File: src/rtl/debug_trace_buffer.sv
// Trace-capture receiver for the CPU debug port: records one entry per retired
// instruction into a circular buffer, stops after a PC-match trigger plus a post count.
module debug_trace_buffer #(
   parameter int STAGE_COUNT   = 5,
   parameter int CAPTURE_STAGE = 4,
   parameter int I_ADDR_WIDTH  = 10,
   parameter int D_ADDR_WIDTH  = 8,
   parameter int DATA_WIDTH    = 8,
   parameter int PTR_WIDTH     = 4
) (
   input  logic                    clk,
   input  logic                    reset,
   input  logic [STAGE_COUNT-1:0]  debug_pipeline_stage,
   input  logic [I_ADDR_WIDTH-1:0] debug_program_counter,
   input  logic [D_ADDR_WIDTH-1:0] debug_bus_address,
   input  logic [DATA_WIDTH-1:0]   debug_writeback_value,
   input  logic [11:0]             debug_opcode_imd,
   input  logic                    arm,
   input  logic                    stop,
   input  logic                    trigger_en,
   input  logic [I_ADDR_WIDTH-1:0] trigger_pc,
   input  logic [PTR_WIDTH-1:0]    post_count,
   input  logic                    rd_en,
   output logic                    rd_valid,
   output logic [I_ADDR_WIDTH-1:0] rd_pc,
   output logic [D_ADDR_WIDTH-1:0] rd_bus_address,
   output logic [DATA_WIDTH-1:0]   rd_writeback,
   output logic [11:0]             rd_opcode_imd,
   output logic [1:0]              trace_state,
   output logic [PTR_WIDTH:0]      trace_count,
   output logic                    wrapped
);

   localparam int DEPTH = 2 ** PTR_WIDTH;
   localparam int REC_W = I_ADDR_WIDTH + D_ADDR_WIDTH + DATA_WIDTH + 12;
   localparam logic [PTR_WIDTH:0] FULL = (PTR_WIDTH + 1)'(DEPTH);

   localparam logic [1:0] IDLE = 2'd0;
   localparam logic [1:0] PRE  = 2'd1;
   localparam logic [1:0] POST = 2'd2;
   localparam logic [1:0] DONE = 2'd3;

   logic [REC_W-1:0]     mem [DEPTH];
   logic [REC_W-1:0]     rec;
   logic [REC_W-1:0]     rd_rec;
   logic [PTR_WIDTH-1:0] wr_ptr;
   logic [PTR_WIDTH-1:0] rd_ptr;
   logic [PTR_WIDTH-1:0] post_left;
   logic                 cap;
   logic                 trig_hit;
   logic                 rd_fire;
   logic                 unused_stage_bits;

   assign unused_stage_bits = ^debug_pipeline_stage;

   assign rec = {debug_program_counter, debug_bus_address, debug_writeback_value, debug_opcode_imd};

   // Oldest record sits trace_count entries behind the write pointer; a full
   // buffer truncates to wr_ptr itself, which is exactly the oldest slot.
   assign rd_ptr = wr_ptr - trace_count[PTR_WIDTH-1:0];
   assign rd_rec = mem[rd_ptr];

   assign cap      = debug_pipeline_stage[CAPTURE_STAGE] && !arm &&
                     ((trace_state == PRE) || (trace_state == POST));
   assign trig_hit = cap && trigger_en && (debug_program_counter == trigger_pc);
   assign rd_fire  = rd_en && !arm && (trace_state == DONE) && (trace_count != '0);

   always_ff @(posedge clk) begin
      if (cap) mem[wr_ptr] <= rec;
   end

   always_ff @(posedge clk or posedge reset) begin
      if (reset) begin
         trace_state    <= IDLE;
         wr_ptr         <= '0;
         trace_count    <= '0;
         wrapped        <= 1'b0;
         post_left      <= '0;
         rd_valid       <= 1'b0;
         rd_pc          <= '0;
         rd_bus_address <= '0;
         rd_writeback   <= '0;
         rd_opcode_imd  <= '0;
      end else begin
         rd_valid <= 1'b0;
         if (arm) begin
            trace_state <= PRE;
            wr_ptr      <= '0;
            trace_count <= '0;
            wrapped     <= 1'b0;
            post_left   <= '0;
         end else begin
            if (cap) begin
               wr_ptr <= wr_ptr + 1'b1;
               if (trace_count == FULL) wrapped <= 1'b1;
               else                     trace_count <= trace_count + 1'b1;
            end
            case (trace_state)
               PRE: begin
                  if (stop) begin
                     trace_state <= DONE;
                  end else if (trig_hit) begin
                     post_left   <= post_count;
                     trace_state <= (post_count == '0) ? DONE : POST;
                  end
               end
               POST: begin
                  if (stop) begin
                     trace_state <= DONE;
                  end else if (cap) begin
                     post_left <= post_left - 1'b1;
                     if (post_left == PTR_WIDTH'(1)) trace_state <= DONE;
                  end
               end
               DONE: begin
                  if (rd_fire) begin
                     rd_valid       <= 1'b1;
                     {rd_pc, rd_bus_address, rd_writeback, rd_opcode_imd} <= rd_rec;
                     trace_count    <= trace_count - 1'b1;
                  end
               end
               default: ;
            endcase
         end
      end
   end

endmodule

File: config.mk
export PLATFORM = sky130hd
export DESIGN_NAME = debug_trace_buffer
export DESIGN_NICKNAME = d
export VERILOG_FILES = /design/src/rtl/debug_trace_buffer.sv
export SDC_FILE = /design/constraint.sdc
export NUM_CORES = 1
export LEC_CHECK = 0
export BUFFER_PORTS_ARGS = -buffer_cell sky130_fd_sc_hd__clkbuf_2
export CAP_MARGIN = 40
export CORE_ASPECT_RATIO = 0.6
export CORE_MARGIN = 1
export CORE_UTILIZATION = 55
export CTS_CLUSTER_SIZE = 40
export DETAILED_ROUTE_END_ITERATION = 10
export PLACE_DENSITY = 0.85
export SLEW_MARGIN = 20
export SYNTH_ARGS = -nofsm -noshare
export SYNTH_HDL_FRONTEND = slang
export SYNTH_SLANG_ARGS = --single-unit
File: constraint.sdc
create_clock -name clk -period 2.75 [get_ports clk]
set_input_delay 0.4125 -clock clk [delete_from_list [all_inputs] [get_ports clk]]
set_output_delay 0.4125 -clock clk [all_outputs]
set_load 0.01 [all_outputs]
# Yosys cells after proc, flatten, opt, wreduce, memory -nomap -nowiden
# Memory sizes are Yosys's and may differ from the RTL's. A register that Yosys moved wholly into a read port is not among the register bits.
# Cells that the tools add are included.
# totals
reg_bits,17
latchBits,0
mem_bits_rw,608
rom_bits,0
in_bits,63
wordCells,73
n_memories,1
# op_classes
add_sub_neg,5
mul,0
div,0
n_lt_le_gt_ge,0
n_eq_ne,13
shifts,0
muxes,29
bitwise,1
reduce_logical,18
# mem_list
memory,words,width,read_ports,rd_ports_with_merged_regs,write_ports,line,source
mem,16,38,1,1,1,43,logic [REC_W-1:0] mem [DEPTH];
# op_table
op,n
two-way mux 4 bit,7
two-way mux 5 bit,5
two-way mux 2 bit,6
"inequality test 3 bit, second input constant",4
equality test 10 bit,1
two-way mux 1 bit,9
"inequality test 4 bit, second input constant",2
one-hot mux 4 bit (2 select lines),1
logical AND 1 bit,7
"adder 5 x 1 -> 5 bit, second input constant",1
"equality test 5 bit, second input constant",1
AND reduction 5 bit,1
nonzero test 5 bit,1
"subtractor 5 x 1 -> 5 bit, second input constant",1
"adder 4 x 1 -> 4 bit, second input constant",1
"equality test 2 bit, second input constant",2
"equality test 4 x 1 -> 1 bit, second input constant",1
zero test 4 bit,1
"inequality test 4 x 3 -> 1 bit, second input constant",1
one-hot mux 2 bit (2 select lines),1
AND reduction 4 bit,1
nonzero test 2 bit,2
"subtractor 4 x 1 -> 4 bit, second input constant",1
subtractor 4 bit,1
7 further kinds,7

# Logic depth before layout (Yosys ltp)
# Gate-level depths: netlist (run 1).
# logic_depth
word_depth,9
depth_mapped,9
ltp_nobuf,8

# Worst setup path before layout (run 1)
# Ideal clock, no wire load.
# synth_path
path_type,flip-flop to flip-flop
startpoint,reg trace_state[0]
endpoint,mem mem[4][0] (netlist bit) (enable)
t_arrival_ps,2441
path_slack_ps,-90
stages_incl_launch_ff,8
n_path_buf,1
path_cell_list,dfrtp_1 inv_1 ha_1 nor2b_1 buf_2 nand2_1 nor3b_1 and2_1
# synth_between
elab_chain_cells,5
elab_cells_between_ends,6
classes_between,eq/ne (2); mux (2); reduce/logical (2)
# synth_lines
item,line,source
from (decl),29,"output logic [1:0] trace_state,"
from (signal assigned),104,trace_state <= (post_count == '0) ? DONE : POST;
equality test 2 x 1 -> 1 bit or equality test 2 bit (tied branches),64,((trace_state == PRE) || (trace_state == POST));
logical OR 1 bit (*),64,
logical AND 1 bit (*),63,assign cap = debug_pipeline_stage[CAPTURE_STAGE] && !arm &&
two-way mux 1 bit (*),69,if (cap) mem[wr_ptr] <= rec;
two-way mux 1 bit (implied by the code) (*),69,
to (decl),43,
# Mark *: on every way between the ends. The rest lies on a longest branch, timed or not.

# Final worst setup path (run 1)
# layout_path
startpoint,reg trace_count[0]
endpoint,reg rd_opcode_imd[1]
# layout_between
elab_chain_cells,3
elab_cells_between_ends,4
classes_between,add/sub (1); reduce/logical (3)
# layout_lines
item,line,source
from (decl),30,"output logic [PTR_WIDTH:0] trace_count,"
from (signal assigned),96,else trace_count <= trace_count + 1'b1;
from (signal assigned),119,trace_count <= trace_count - 1'b1;
"parallel branches: the longest is 3 deep, another holds subtractor 4 bit",-,
to (signal assigned),118,"{rd_pc, rd_bus_address, rd_writeback, rd_opcode_imd} <= rd_rec;"
to (decl),28,"output logic [11:0] rd_opcode_imd,"
# Parallel ways; which one is timed is not known.
# A chain may end at the register's enable or synchronous reset.

==> impl_metrics.py, run 1 <==
metrics = {
    "floorplanning": {
        "initial_utilization_pct": 56.5,
        "fp.dieH_um": 169,
        "die_area_sq_um": 47600,
        "core_region_area_sq_um": 45400,
        "boundaryPins": 110,
        "row_count": 60,
        "die_x_um": 281,
    },
    "synthesis": {
        "postSynthCellCount": 1178,
        "synth_area_leaders": "edfxtp_1 71%, mux4_2 13%, dfrtp_1 5.4%",
        "basic_gate_share_of_the_synthesized_area_counting_and_or_nand_and_nor_cells_pct": 2.15,
        "synth_top_flop_cell": "edfxtp_1",
        "synth_edf_count": 608,
        "ys_async_sr_fraction_pct": 8.30,
        "synth_cell_types": 46,
        "netlist_area_sq_um": 25700,
        "share_of_synthesized_area_occupied_by_flip_flops_and_latches_pct": 76.5,
        "synthesized_area_fraction_occupied_by_ao_oa_aoi_and_oai_cells_pct": 2.00,
        "synth.area.mux_share_pct": 16.5,
        "adder_cell_fraction_of_synth_area_pct": 0.760,
        "synth_largest_area_cell": "edfxtp_1",
        "postSynthRegisterBits": 663,
        "number_of_warning_messages_in_the_yosys_log": 0,
        "syn-mean-instance-area_sq_um": 21.8,
        "synth_top_area_share_pct": 71.1,
        "postSynthNetCount": 1256,
        "synth_top_family_by_area": "multiplexers",
        "synth_xor_area_share_pct": 0.682,
    },
    "setup_path": {
        "timing.rr.start": "trace_count[0]$_DFF_PP0_",
        "setup.worst_path.class": "flop to flop",
        "timing.reg2reg.setup_slack_ps": 30,
        "setup.worst_path.end_class": "flop",
        "path_max_fanout": 13,
        "arrival_time_of_the_worst_setup_path_ps": 3170,
        "critPathRequiredTime_ps": 3200,
        "worst_reg2reg_path_length_in_cells": 7,
        "critPathLaunchType": "flop",
        "reg2reg_to": "rd_opcode_imd[1]$_DFFE_PP0P_",
    },
    "sta": {
        "drv_slew": 0,
        "period_minus_slack_ps": 2720,
        "maxSlewHeadroom_pct": 52.8,
        "fin_tns_setup_ps": 0,
        "setup_viol": 0,
        "period_utilization_pct": 98.9,
        "setup_repair_after_global_routing_missed_its_margin": "true",
        "clock_skew_ps": 15.1,
        "fin_ws_ps": 30.2,
        "timing_hold_violations_final": 0,
        "max_freq_mhz": 368,
        "worstMarginPinSlew_ps": 706,
    },
    "pwr": {
        "pwr_density_cell_nw_per_um2": 876,
        "internal_cell_power_w": 0.0190,
        "total_power_w": 0.0260,
        "power.static_leakage_nw": 10.4,
        "switching_power_w": 0.00693,
        "power.share.combinational_pct": 25.1,
        "clockPowerShare_pct": 30.1,
        "p_seq_share_pct": 44.8,
        "ir_worst_vdd_v": 0.000547,
        "netSwitchingFraction_pct": 26.7,
    },
    "clock_network": {
        "clock_tree_from_tritoncts": "built",
        "cts_num_sinks": 663,
        "clock_tree.htree_level_count": 2,
        "clk_pin_slew_ps": 70,
        "clk_latency_ps": 590,
        "clock_buffer_count_from_cts": 53,
        "clock_tree.root_cell": "clkbuf_16",
        "cts_max_path_bufs": 3,
    },
    "global_routing": {
        "grt_max_degree": 39,
        "first_pass_grt_wire_length_um": 84200,
        "grt_antenna_before_repair": 2,
        "grt_pass1_vias": 13000,
        "global_route.overflow_total": 0,
        "grt_util_all_layers_pct": 24.6,
    },
    "drt": {
        "route.detailed.wl_per_inst_um": 28.7,
        "route.vias.total": 12800,
        "route.antenna.remaining_nets": 0,
        "drc": 0,
        "detailed_route_vias_per_instance": 6.32,
        "routed_wirelength_um": 58000,
        "drt-initial-drc-count": 1567,
        "dr.pass1.iters": 5,
    },
    "outcome": {
        "run_status": "completed",
    },
    "placement": {
        "numPortBuffers": 105,
        "area_after_detailed_placement_sq_um": 27600,
        "detailedPlace.worstSlack_ps": 6.47,
        "place.detailed.hpwl_um": 30800,
        "gpl.final_weighted_congestion": 0.815,
    },
    "cells_and_area": {
        "multiInputGateArea_sq_um": 5790,
        "nets": 1433,
        "syn2layout_area_growth_pct": 15.5,
        "seqCellArea_sq_um": 19600,
        "layout-drive-gt1-share_pct": 32.0,
        "final_common_cell": "edfxtp_1",
        "fillCellCount": 2829,
        "mostFrequentLayoutCells": "608 x edfxtp_1, 152 x mux4_2, 105 x clkbuf_2",
        "stdcell_area_sq_um": 29600,
    },
    "hold_path": {
        "min_path_type": "input pin to flop",
        "min_path_cells": 3,
        "worstHoldEndpoint": "post_left[2]$_DFFE_PP0P_",
        "hp-start": "post_count[2]",
    },
    "flow_run": {
        "maxCapViolations": 0,
    },
}
[registers in the layout, indices dropped and copies added, names as in the netlist]
signal	cells
mem	608
post_left	4
rd_bus_address	8
rd_opcode_imd	12
rd_pc	10
rd_valid	1
rd_writeback	8
trace_count	5
trace_state	2
wr_ptr	4
wrapped	1
[cells by family (layout without fill, tap and decap cells)]
logic type	after synthesis	in the layout
xor+xnor	20	20
compound gates	64	64
flops	663	663
other cells	0	1
simple gates	109	109
fa+ha+maj	15	15
buf+inv	73	295
mux	234	234
[metrics by stage]
stage | util (%) | cells | hold slack (ps)
after floorplan | - | 1178 | 511
after global placement | 60.9 | 1905 | 474
after detailed placement | 60.9 | 1905 | 479
after CTS | 64.9 | 2006 | 125
after global routing | 65.3 | 2021 | 163
final | 65.3 | 2021 | 142
[repair_timing]
item	4_1_cts	5_1_grt
resized for setup	7	6
pin swaps	0	1
setup endpoints to repair	7	10
hold buffers	1	0
cloned	0	3
setup buffers	0	11
endpoints found under the hold margin	25	0
[final cells by class]
type / count / share of cell area (%)
antenna: 1 / 0.00844
clock buffer: 74 / 4.94
clock inverter: 26 / 1.04
inverter: 13 / 0.165
multi-input combinational: 442 / 19.5
sequential: 663 / 66.2
tap: 620 / 2.62
timing repair buffer: 182 / 5.48
[power groups by stage]
stage          combinational (W)  clock [W]  sequential, W
2_1_floorplan            0.00402          0         0.0119
3_3_place_gp             0.00595          0         0.0118
3_5_place_dp             0.00611          0         0.0118
4_1_cts                  0.00625    0.00790         0.0116
5_1_grt                  0.00693    0.00830         0.0117
6_report                 0.00651    0.00781         0.0116
[worst max path at each step]
stage                          startpoint                       endpoint  cells after the start
2_1_floorplan  trace_state[0]$_DFFE_PP0P_           mem[10][0]$_DFFE_PP_                      6
3_3_place_gp     trace_count[0]$_DFF_PP0_   rd_opcode_imd[9]$_DFFE_PP0P_                      7
3_5_place_dp     trace_count[0]$_DFF_PP0_  rd_bus_address[4]$_DFFE_PP0P_                      7
4_1_cts          trace_count[0]$_DFF_PP0_   rd_opcode_imd[1]$_DFFE_PP0P_                      7
5_1_grt             wr_ptr[0]$_DFFE_PP0P_           rd_pc[9]$_DFFE_PP0P_                      8
6_report         trace_count[0]$_DFF_PP0_   rd_opcode_imd[1]$_DFFE_PP0P_                      7
[cells in the mapped netlist (all sizes together) (3+ instances only)]
| cell | count |
|---|---|
| mux4 | 152 |
| buf | 37 |
| o21ai | 8 |
| inv | 13 |
| clkbuf | 23 |
| mux2i | 82 |
| nor3 | 3 |
| a21oi | 7 |
| nand4 | 6 |
| xor2 | 4 |
| edfxtp | 608 |
| o221ai | 38 |
| nor3b | 4 |
| ha | 14 |
| xnor2 | 16 |
| nand2 | 51 |
| dfrtp | 55 |
| nor2 | 13 |
| and2 | 16 |
| a31oi | 3 |
[critical path, stage by stage, from the launching register on]
cell and delay [ps]:
dfrtp_2 450, ha_4 180, fa_4 850, buf_12 180, buf_12 160, mux4_2 350, mux2i_1 210, o221ai_1 150
[per-layer routing]
layer / track usage [%] / vias to the layer above / wire (um)
li1: - / 5255 / -
met1: 34.3 / 6689 / 22700
met2: 39.9 / 700 / 28400
met3: 4.47 / 132 / 5030
met4: 8.36 / 2 / 1830
met5: 0 / - / 13
(Power assumes the default switching activity.)
==> run 2: changes to the inputs <==
- PLACE_DENSITY: 0.85 -> 0.81
- SETUP_SLACK_MARGIN: default -> 0.1
==> run 2 against run 1 <==
  * Critical path type unchanged
  * Combinational power is 3.8% lower
  * Fmax is 4.7% higher
  * Power is 0.90% higher
  * Design area is 0.45% higher
  * Critical path depth is 1 higher
  * Final cell count is 0.15% higher
  * Worst hold slack worse by 16 ps
==> impl_metrics.py, run 2 (synthesis gave the netlist of run 1 again) <==
metrics = {
    "floorplanning": {
        "die_area_sq_um": 47600,
        "core_region_area_sq_um": 45400,
        "boundaryPins": 110,
        "die_x_um": 281,
        "row_count": 60,
        "fp.dieH_um": 169,
        "initial_utilization_pct": 56.5,
    },
    "clock_network": {
        "clock_tree.htree_level_count": 2,
        "clock_buffer_count_from_cts": 55,
        "clock_tree.root_cell": "clkbuf_16",
        "clk_latency_ps": 620,
        "cts_max_path_bufs": 3,
        "cts_num_sinks": 663,
        "clk_pin_slew_ps": 70,
        "clock_tree_from_tritoncts": "built",
    },
    "sta": {
        "timing_hold_violations_final": 0,
        "max_freq_mhz": 385,
        "period_minus_slack_ps": 2600,
        "clock_skew_ps": 45.1,
        "fin_tns_setup_ps": 0,
        "fin_ws_ps": 152,
        "setup_repair_after_global_routing_missed_its_margin": "false",
        "worstMarginPinSlew_ps": 714,
        "maxSlewHeadroom_pct": 52.4,
        "drv_slew": 0,
        "setup_viol": 0,
        "period_utilization_pct": 94.5,
    },
    "pwr": {
        "pwr_density_cell_nw_per_um2": 880,
        "power.static_leakage_nw": 10.4,
        "total_power_w": 0.0262,
        "ir_worst_vdd_v": 0.000745,
    },
    "setup_path": {
        "setup.worst_path.end_class": "flop",
        "setup.worst_path.class": "flop to flop",
        "path_max_fanout": 5,
        "worst_reg2reg_path_length_in_cells": 8,
        "reg2reg_to": "rd_opcode_imd[6]$_DFFE_PP0P_",
        "critPathRequiredTime_ps": 3200,
        "timing.reg2reg.setup_slack_ps": 150,
        "timing.rr.start": "wr_ptr[0]$_DFFE_PP0P_",
        "critPathLaunchType": "flop",
        "arrival_time_of_the_worst_setup_path_ps": 3050,
    },
    "hold_path": {
        "worstHoldEndpoint": "post_left[0]$_DFFE_PP0P_",
        "min_path_type": "input pin to flop",
        "hp-start": "post_count[0]",
        "min_path_cells": 3,
    },
    "placement": {
        "place.detailed.hpwl_um": 30200,
        "gpl.final_weighted_congestion": 0.790,
        "detailedPlace.worstSlack_ps": 95.3,
        "numPortBuffers": 105,
    },
    "drt": {
        "route.vias.total": 12700,
        "route.detailed.wl_per_inst_um": 28.0,
        "route.antenna.remaining_nets": 0,
        "drc": 0,
        "drt-initial-drc-count": 1474,
        "dr.pass1.iters": 7,
        "detailed_route_vias_per_instance": 6.28,
        "routed_wirelength_um": 56800,
    },
    "cells_and_area": {
        "final_common_cell": "edfxtp_1",
        "layout-drive-gt1-share_pct": 32.5,
        "max_flop_register": "mem",
        "syn2layout_area_growth_pct": 16.0,
        "nets": 1433,
        "leading_registers_by_flop_count": "mem x608, rd_opcode_imd x12, rd_pc x10",
        "mostFrequentLayoutCells": "608 x edfxtp_1, 152 x mux4_2, 105 x clkbuf_2",
        "largest_register_ffs": 608,
    },
    "global_routing": {
        "first_pass_grt_wire_length_um": 83000,
        "grt_util_all_layers_pct": 24.4,
        "grt_pass1_vias": 12900,
        "grt_max_degree": 39,
        "global_route.overflow_total": 0,
        "grt_antenna_before_repair": 1,
    },
    "outcome": {
        "run_status": "completed",
    },
    "flow_run": {
        "maxCapViolations": 0,
    },
}
-- run 2: cell count changes in the layout (fill, tap and decap cells not counted), moves of 2 or more --
cell,previous run,this run
clkinvlp_4,2,4
clkbuf_1,15,7
buf_12,35,37
clkbuf_8,6,4
clkinv_1,5,7
buf_4,35,32
clkinv_2,8,11
inv_6,3,5
bufinv_16,6,10
-- run 2: worst max path at each step --
stage / cells after the start / to / startpoint
after floorplan: 9 / rd_bus_address[2]$_DFFE_PP0P_ / wr_ptr[0]$_DFFE_PP0P_
after global placement: 7 / rd_pc[2]$_DFFE_PP0P_ / trace_count[0]$_DFF_PP0_
after detailed placement: 7 / rd_pc[3]$_DFFE_PP0P_ / trace_count[0]$_DFF_PP0_
after CTS: 8 / rd_opcode_imd[0]$_DFFE_PP0P_ / wr_ptr[0]$_DFFE_PP0P_
after global routing: 8 / rd_bus_address[1]$_DFFE_PP0P_ / wr_ptr[0]$_DFFE_PP0P_
final: 8 / rd_opcode_imd[6]$_DFFE_PP0P_ / wr_ptr[0]$_DFFE_PP0P_
-- run 2: stage by stage --
step / hold WS (ps) / instance area, sq um / instances / utilization (%)
5_1_grt: 166 / 29800 / 2022 / 65.6
6_report: 126 / 29800 / 2024 / 65.6
4_1_cts: 108 / 29700 / 2016 / 65.3
3_5_place_dp: 475 / 27600 / 1904 / 60.8
2_1_floorplan: 511 / 25700 / 1178 / -
3_3_place_gp: 473 / 27600 / 1904 / 60.8
-- run 2: power by group --
| part | internal, W | leakage (nW) | switching [W] |
|---|---|---|---|
| clock | 0.00474 | 0.937 | 0.00355 |
| sequential | 0.0114 | 6.18 | 0.000267 |
| combinational | 0.00327 | 3.33 | 0.00300 |
-- run 2: repair_timing --
item                                    CTS  global route
pin swaps                                 2             3
hold endpoints to repair                 23             0
buffers inserted                          6             5
gates resized for setup                   7             3
gates cloned                              1             1
hold buffers                              1             0
endpoints found under the setup margin    8            31
-- run 2: cell type report --
class                           instances  area (sq um)
Multi-Input combinational cell        442          5770
Timing Repair Buffer                  180          1620
Antenna cell                            2          5.00
Inverter                               13          48.8
Fill cell                            2852         15600
Clock buffer                           66          1460
Sequential cell                       663         19600
Tap cell                              620           776
Clock inverter                         38           464
-- run 2: worst max-delay path: stages, from the launching register on --
cell and delay (ps):
dfrtp_1 370, inv_2 70, ha_4 160, fa_4 820, buf_12 160, buf_4 150
mux4_2 300, mux2i_1 240, o221ai_1 160
-- run 2: metal layers --
metal	wire [um]	GRT usage, %	up-vias
met5	0	0	-
met4	1220	7.08	0
met3	4920	3.59	94
met2	27900	39.7	644
met1	22700	35.0	6702
li1	-	-	5264
